## src/rtl/instruction_decode.sv

```systemverilog
// IITB-RISC decode stage: one registered 41-bit decoded word per cycle, valid/ready on both sides.
// Optional feature macro DECODE_LMSM_EN: LM/SM micro-op expansion (otherwise LM/SM decode as illegal).
module instruction_decode (
    input  logic        clk,
    input  logic        rst_n,
    input  logic [15:0] instr_in,
    input  logic        instr_valid,
    output logic        instr_ready,
    input  logic        flush,
    output logic [40:0] instr_out,
    output logic        out_valid,
    input  logic        out_ready,
    output logic        illegal_op
);
    localparam logic [3:0] OP_ADI = 4'b0000;
    localparam logic [3:0] OP_ADD = 4'b0001;
    localparam logic [3:0] OP_NDU = 4'b0010;
    localparam logic [3:0] OP_LHI = 4'b0011;
    localparam logic [3:0] OP_LW  = 4'b0100;
    localparam logic [3:0] OP_SW  = 4'b0101;
    localparam logic [3:0] OP_BEQ = 4'b1000;
    localparam logic [3:0] OP_JAL = 4'b1001;
    localparam logic [3:0] OP_JRI = 4'b1011;

    logic [40:0] instr_out_r;
    logic [40:0] instr_out_nxt_s;
    logic        out_valid_r;
    logic        out_valid_nxt_s;
    logic        illegal_op_r;
    logic        illegal_op_nxt_s;
    logic        instr_ready_s;
    logic        accept_s;
    logic        handshake_s;
    logic        unused_bits_s;

    function automatic logic [40:0] decode_word(input logic [15:0] ins);
        logic [2:0]  rb;
        logic [15:0] field;
        rb    = ins[8:6];
        field = 16'h0000;
        case (ins[15:12])
            OP_ADD, OP_NDU:                 field = {ins[5:3], ins[1:0], 11'h000};
            OP_ADI, OP_LW, OP_SW, OP_BEQ:   field = {{10{ins[5]}}, ins[5:0]};
            OP_LHI: begin
                rb    = 3'd0;
                field = {ins[8:0], 7'h00};
            end
            OP_JAL, OP_JRI: begin
                rb    = 3'd0;
                field = {{7{ins[8]}}, ins[8:0]};
            end
            default:                        field = 16'h0000;
        endcase
        return {ins[15:12], ins[11:9], rb, field, 1'b1, 14'h0000};
    endfunction

    function automatic logic is_illegal(input logic [3:0] op);
`ifdef DECODE_LMSM_EN
        return (op[3:2] == 2'b11);
`else
        return (op[3:2] == 2'b11) || (op[3:1] == 3'b011);
`endif
    endfunction

    assign unused_bits_s = instr_in[2];

`ifdef DECODE_LMSM_EN
    typedef enum logic [0:0] {ST_IDLE = 1'b0, ST_EXPAND = 1'b1} state_t;

    state_t     state_r;
    state_t     state_nxt_s;
    logic [7:0] mask_r;
    logic [7:0] mask_nxt_s;
    logic [2:0] offset_r;
    logic [2:0] offset_nxt_s;
    logic [2:0] offset_inc_s;
    logic [2:0] base_r;
    logic [2:0] base_nxt_s;
    logic [3:0] lmsm_op_r;
    logic [3:0] lmsm_op_nxt_s;
    logic [7:0] sel_mask_s;
    logic [2:0] sel_reg_s;
    logic [7:0] sel_rem_s;

    // Mask bit 7 selects R0, so the lowest-numbered register is the highest set bit.
    function automatic logic [2:0] first_reg(input logic [7:0] m);
        logic [2:0] r;
        r = 3'd0;
        for (int i = 0; i < 8; i++) begin
            r = m[i] ? 3'(7 - i) : r;
        end
        return r;
    endfunction

    assign sel_mask_s   = (mask_r != 8'h00) ? mask_r : instr_in[7:0];
    assign sel_reg_s    = first_reg(sel_mask_s);
    assign sel_rem_s    = sel_mask_s & ~(8'h80 >> sel_reg_s);
    assign offset_inc_s = offset_r + 3'd1;
    assign instr_ready_s = rst_n && !flush && (!out_valid_r || out_ready) && (mask_r == 8'h00);
`else
    assign instr_ready_s = rst_n && !flush && (!out_valid_r || out_ready);
`endif

    assign accept_s    = instr_valid && instr_ready_s;
    assign handshake_s = out_valid_r && out_ready;

    // Next-state decode: flush first, then accept, then micro-op advance or drain.
    always_comb begin
        instr_out_nxt_s  = instr_out_r;
        out_valid_nxt_s  = out_valid_r;
        illegal_op_nxt_s = 1'b0;
`ifdef DECODE_LMSM_EN
        state_nxt_s   = state_r;
        mask_nxt_s    = mask_r;
        offset_nxt_s  = offset_r;
        base_nxt_s    = base_r;
        lmsm_op_nxt_s = lmsm_op_r;
`endif
        if (flush) begin
            out_valid_nxt_s = 1'b0;
`ifdef DECODE_LMSM_EN
            state_nxt_s  = ST_IDLE;
            mask_nxt_s   = 8'h00;
            offset_nxt_s = 3'd0;
`endif
        end else if (accept_s) begin
            if (is_illegal(instr_in[15:12])) begin
                out_valid_nxt_s  = 1'b0;
                illegal_op_nxt_s = 1'b1;
`ifdef DECODE_LMSM_EN
                state_nxt_s  = ST_IDLE;
                mask_nxt_s   = 8'h00;
                offset_nxt_s = 3'd0;
            end else if (instr_in[15:13] == 3'b011) begin
                lmsm_op_nxt_s   = instr_in[15:12];
                base_nxt_s      = instr_in[11:9];
                offset_nxt_s    = 3'd0;
                mask_nxt_s      = sel_rem_s;
                out_valid_nxt_s = (instr_in[7:0] != 8'h00);
                state_nxt_s     = (sel_rem_s != 8'h00) ? ST_EXPAND : ST_IDLE;
                if (instr_in[7:0] != 8'h00) begin
                    instr_out_nxt_s = {instr_in[15:12], instr_in[11:9], sel_reg_s, 16'h0000,
                                       (sel_rem_s == 8'h00), 14'h0000};
                end else begin
                    instr_out_nxt_s = instr_out_r;
                end
`endif
            end else begin
                instr_out_nxt_s = decode_word(instr_in);
                out_valid_nxt_s = 1'b1;
`ifdef DECODE_LMSM_EN
                state_nxt_s  = ST_IDLE;
                mask_nxt_s   = 8'h00;
                offset_nxt_s = 3'd0;
`endif
            end
        end else if (handshake_s) begin
`ifdef DECODE_LMSM_EN
            if ((state_r == ST_EXPAND) && (mask_r != 8'h00)) begin
                offset_nxt_s    = offset_inc_s;
                mask_nxt_s      = sel_rem_s;
                instr_out_nxt_s = {lmsm_op_r, base_r, sel_reg_s, 13'h0000, offset_inc_s,
                                   (sel_rem_s == 8'h00), 14'h0000};
            end else begin
                out_valid_nxt_s = 1'b0;
                state_nxt_s     = ST_IDLE;
                offset_nxt_s    = 3'd0;
            end
`else
            out_valid_nxt_s = 1'b0;
`endif
        end else begin
            out_valid_nxt_s = out_valid_r;
        end
    end

    // Output register stage.
    always_ff @(posedge clk or negedge rst_n) begin
        if (!rst_n) begin
            instr_out_r  <= 41'h0;
            out_valid_r  <= 1'b0;
            illegal_op_r <= 1'b0;
        end else begin
            instr_out_r  <= instr_out_nxt_s;
            out_valid_r  <= out_valid_nxt_s;
            illegal_op_r <= illegal_op_nxt_s;
        end
    end

`ifdef DECODE_LMSM_EN
    // Expansion state: remaining mask, emitted count, base register and opcode.
    always_ff @(posedge clk or negedge rst_n) begin
        if (!rst_n) begin
            state_r   <= ST_IDLE;
            mask_r    <= 8'h00;
            offset_r  <= 3'd0;
            base_r    <= 3'd0;
            lmsm_op_r <= 4'd0;
        end else begin
            state_r   <= state_nxt_s;
            mask_r    <= mask_nxt_s;
            offset_r  <= offset_nxt_s;
            base_r    <= base_nxt_s;
            lmsm_op_r <= lmsm_op_nxt_s;
        end
    end
`endif

    assign instr_ready = instr_ready_s;
    assign instr_out   = instr_out_r;
    assign out_valid   = out_valid_r;
    assign illegal_op  = illegal_op_r;
endmodule

```

## config.mk

```make
export PLATFORM = sky130hd
export DESIGN_NAME = instruction_decode
export DESIGN_NICKNAME = d
export VERILOG_FILES = /design/src/rtl/instruction_decode.sv
export SDC_FILE = /design/constraint.sdc
export NUM_CORES = 1
export LEC_CHECK = 0
export CELL_PAD_IN_SITES_DETAIL_PLACEMENT = 1
export CELL_PAD_IN_SITES_GLOBAL_PLACEMENT = 1
export CORE_UTILIZATION = 28
export CTS_CLUSTER_DIAMETER = 150
export DETAILED_ROUTE_END_ITERATION = 6
export MAX_ROUTING_LAYER = met4
export PLACE_DENSITY = 0.77
export SYNTH_ARGS = -nofsm -noshare
export SYNTH_HDL_FRONTEND = slang
export SYNTH_SLANG_ARGS = --single-unit
```

## constraint.sdc

```tcl
create_clock -name clk -period 1.28 [get_ports clk]
set_clock_uncertainty 0.1 [all_clocks]
set_input_delay 0.256 -clock clk [delete_from_list [all_inputs] [get_ports clk]]
set_output_delay 0.256 -clock clk [all_outputs]
set_load 0.05 [all_outputs]
```

; Word-level counts from Yosys, hierarchy flattened
; Cells that the tools add are included.
[word_totals]
regBits = 29
inputBits = 21
out_inout_bits = 44
[op_classes]
n_eq_ne = 10
n_mux = 9
n_bitwise = 2
reduce_logical = 15
[op_table]
columns = cell, count
row1 = one-hot mux 16 bit (4 select lines), 1
row2 = "equality test 4 bit, second input constant", 3
row3 = "equality test 4 x 2 -> 1 bit, second input constant", 2
row4 = "equality test 4 x 3 -> 1 bit, second input constant", 2
row5 = two-way mux 1 bit, 7
row6 = "equality test 4 x 1 -> 1 bit, second input constant", 1
row7 = logical AND 1 bit, 4
row8 = logical NOT 4 bit, 1
row9 = OR reduction 2 bit, 2
row10 = OR reduction 4 bit, 1
row11 = "equality test 3 x 2 -> 1 bit, second input constant", 1
row12 = two-way mux 3 bit, 1
row13 = AND reduction 3 bit, 1
row14 = nonzero test 3 bit, 1
row15 = OR reduction 3 bit, 1
row16 = "equality test 2 bit, second input constant", 1
row17 = logical NOT 1 bit, 2
row18 = logical OR 1 bit, 2
row19 = inverter 1 bit, 2

; Longest topological paths before layout
[logic_depth]
ltp_word = 6
depth_mapped = 7
ltp_nobuf = 4

; Least setup slack after synthesis
; No wires, ideal clock.
[synth_timing]
kind = flip-flop to flip-flop
from = register out_valid_r, in the netlist out_valid
to = register instr_out_r[30], in the netlist instr_out[30]
setup_ps = 125
arrival_ps = 1381
path_slack_ps = -326
path_stages_with_launch = 5
synth_period_minus_slack_ps = 1606
cell_sequence = dfrtp_1 -> nand2b_1 -> nand4_2 -> buf_6 -> mux2_4
[synth_between]
elab_chain_len = 5
[synth_lines]
columns = item, line
row1 = start: declaration, 27  ; logic out_valid_r;
row2 = start signal: assignment, 185  ; out_valid_r <= out_valid_nxt_s;
row3 = logical NOT 1 bit, 101  ; assign instr_ready_s = rst_n && !flush && (!out_valid_r || out_ready);
row4 = logical OR 1 bit, 101
row5 = logical AND 1 bit, 101
row6 = logical AND 1 bit, 104  ; assign accept_s = instr_valid && instr_ready_s;
row7 = AND reduction 3 bit (no source line), -
row8 = end signal: assignment, 184  ; instr_out_r <= instr_out_nxt_s;
row9 = end: declaration, 25  ; logic [40:0] instr_out_r;
; No other way between the ends.
; A chain may end at the register's enable or synchronous reset.

; Worst setup path in the final report
[layout_timing]
from = register out_valid_r, in the netlist out_valid
to = output instr_ready
[layout_between]
elab_chain_len = 3
[layout_lines]
columns = item, line
row1 = logical NOT 1 bit, 101
row2 = logical OR 1 bit, 101
row3 = logical AND 1 bit, 101
row4 = end: declaration, 8  ; output logic instr_ready,
; No other way between the ends.

==> impl_metrics.env <==
export IMPL_clk_pin_slew_ns=0.06
export IMPL_numCtsBuffers=5
export IMPL_cp_max_fo=2
export IMPL_portBuffers=50
export IMPL_maxCapViolCount=0
export IMPL_reg2reg_to="instr_out[18]$_DFFE_PN0P_"
export IMPL_worstSetupPathDepth=4
export IMPL_grt_max_degree=30
export IMPL_rsz0062_at_grt="yes"
export IMPL_routed_wl_um=4534
export IMPL_hold_violations=0
export IMPL_critPathCaptureType="primary output"
export IMPL_antenna_found_initial=0
export IMPL_io_pins=65
export IMPL_clockRootBuffer="clkbuf_8"
export IMPL_rr_worst_depth=6
export IMPL_grt_pass1_wl_um=7293
export IMPL_via_per_inst=4.686
export IMPL_synth_cell_types=31
export IMPL_yosys_register_bits=29
export IMPL_path_class="reg -> out"
export IMPL_die_area_mm2=0.005691
export IMPL_yosysSeqAreaShare=0.4805
export IMPL_setup_slack_ns=-0.2074
export IMPL_period_needed_ns=1.487
export IMPL_r2r_start="out_valid$_DFFE_PN0P_"
export IMPL_timing_hold_ws_ns=0.07380
export IMPL_start_util=0.2938
export IMPL_cts_buffer_depth=2
export IMPL_cpLargestDelayFamily="flip-flops"
export IMPL_vias=1359
export IMPL_clock_sinks=29
export IMPL_die_w_um=75.44
export IMPL_netlist_instances=139
export IMPL_grt_use_total=0.1827
export IMPL_wl_met3_um=222
export IMPL_wl_met2_um=2310
export IMPL_p_total_mw=3.958
export IMPL_irDropWorstVdd_v=0.0006160
export IMPL_syn_area_per_cell_um2=10.86
export IMPL_coreArea_mm2=0.005140
export IMPL_crit_buf_inv=2
export IMPL_ant_nets=0
export IMPL_ff2ff_setup_slack_ns=-0.19
export IMPL_yosys_warnings=0
export IMPL_synth_area_leaders="dfrtp_1 48%, buf_4 7.0%, a22o_1 5.2%, mux2_4 5.0%, a21oi_1 4.6%"
export IMPL_critPathSlowestCell="dfrtp_2"
export IMPL_syn_to_final_growth_pct=84.26
export IMPL_num_rows=26
export IMPL_yosysTopAreaCell="dfrtp_1"
export IMPL_place_gp_congestion=0.7996
export IMPL_tns_ns=-3.893
export IMPL_nets=240
export IMPL_drt_iter0_markers=101
export IMPL_dp_hpwl_um=3096
export IMPL_fin_util=0.5414
export IMPL_clk_insertion_delay_late_ns=0.28
export IMPL_tritoncts="yes"
export IMPL_final_area_mm2=0.002783
export IMPL_timing_final_crit_share=1.162
export IMPL_cp_slowest_stage_delay_ns=0.42
export IMPL_slew_viol_final=0
export IMPL_hp_class="in -> async"
export IMPL_drtPass1Iterations=4
export IMPL_status="finished, violations left"
export IMPL_dpl_cell_area_mm2=0.002504
export IMPL_p_per_area_mw_per_mm2=1422
export IMPL_wl_per_cell_um=15.63
export IMPL_failed_checks="setup timing"
export IMPL_p_leak_nw=1.338
export IMPL_synth_area_mm2=0.001510
export IMPL_hold_buffers=0
export IMPL_critPathRequiredTime_ns=0.92
export IMPL_cp_start_kind="flip-flop"
export IMPL_drcViolationCount=0
export IMPL_grt_overflow=0
export IMPL_cp_startpoint="out_valid$_DFFE_PN0P_"
export IMPL_crit_arrival_ns=1.13
export IMPL_fmax_mhz=672.3
export IMPL_antenna_cells=0
export IMPL_synth_top_area_share=0.4805
export IMPL_wirelength_met1_um=1951
export IMPL_setup_violations=29
export IMPL_maxUsedRoutingLayer="met4"
export IMPL_die_y_um=75.44
export IMPL_crit_chain="nand2b_4, buf_6, and2_4, buf_12"
export IMPL_htreeDepth=2
export IMPL_crit_end="instr_ready"
export IMPL_grt_pass1_vias=1445
export IMPL_drive_above_1_share=0.4318
[cell usage after synthesis (all sizes together)]
cell type / n
a211o: 4
buf: 23
inv: 4
mux2: 5
or2: 1
a32oi: 1
nand4: 4
a31oi: 1
o2bb2ai: 1
nand2b: 3
o21ai: 6
o211a: 1
o22a: 1
mux2i: 5
a22o: 9
nand2: 7
conb: 1
a21oi: 15
nand3: 1
a21o: 7
nor2b: 3
a311oi: 1
dfrtp: 29
nor2: 4
and2: 2
[final cells by class]
type,count,area (µm²)
inverter,4,15.01
clock inverter,1,30.03
clock buffer,7,86.33
tap,70,87.58
multi-input combinational,96,709.4
timing repair buffer,83,1127
fill,545,2357
sequential,29,726.9
[where the power goes]
part | internal [mW] | total [mW] | leakage, nW | switching [mW]
Clock | 0.634 | 0.988 | 0.0585 | 0.354
Sequential | 1.07 | 1.24 | 0.368 | 0.175
Combinational | 0.840 | 1.73 | 0.912 | 0.889
[metrics by stage]
stage | cells | worst slack [ns]
after floorplan | 152 | -0.1190
after global placement | 276 | -0.6330
after detailed placement | 276 | -0.6844
after CTS | 289 | -0.2199
after global routing | 290 | -0.2479
final | 290 | -0.2074
[worst min-delay path by stage]
| stage | endpoint | cells after the start |
|---|---|---|
| final | illegal_op$_DFF_PN0_ | 2 |
| after CTS | instr_out[25]$_DFFE_PN0P_ | 2 |
| after floorplan | illegal_op$_DFF_PN0_ | 0 |
| after detailed placement | instr_out[14]$_DFFE_PN0P_ | 1 |
| after global routing | instr_out[18]$_DFFE_PN0P_ | 2 |
| after global placement | instr_out[14]$_DFFE_PN0P_ | 1 |
[state kept, by name, indices dropped and copies added, names as in the netlist]
name / cells
instr_out: 27
illegal_op: 1
out_valid: 1
[layout by cell type (no fill, tap or decap), types with 2 or more instances in the layout]
master	instances
a21o_1	7
buf_6	7
nand2b_1	2
clkdlybuf4s50_1	13
dfrtp_1	28
nand4_1	3
buf_4	22
a211o_1	4
dlygate4sd2_1	6
mux2i_1	4
nor2_1	4
clkbuf_8	6
conb_1	14
a22o_1	9
mux2_4	5
inv_1	4
o21ai_2	2
a21oi_2	7
nand2_1	7
a21oi_1	8
o21ai_1	4
nor2b_2	2
buf_12	31
[layer usage]
layer / vias to the layer above / GRT usage
met5: - / -
met4: 0 / 0.04938
met3: 6 / 0.03968
met2: 45 / 0.2996
met1: 682 / 0.2285
li1: 626 / -
[cell families after synthesis]
family | share of synthesized area
compound gates | 0.2237
flops | 0.4805
buf+inv | 0.1218
mux | 0.08285
simple gates | 0.08865
other cells | 0.002483
[repair_timing]
| item | CTS | global route |
|---|---|---|
| gates cloned | 2 | 0 |
| pin swaps | 2 | 2 |
| hold endpoints to repair | 0 | 0 |
| setup buffers | 3 | 2 |
| resized for setup | 23 | 10 |
| setup endpoints to repair | 30 | 29 |
No activity file was read; power rests on OpenSTA's default activity.
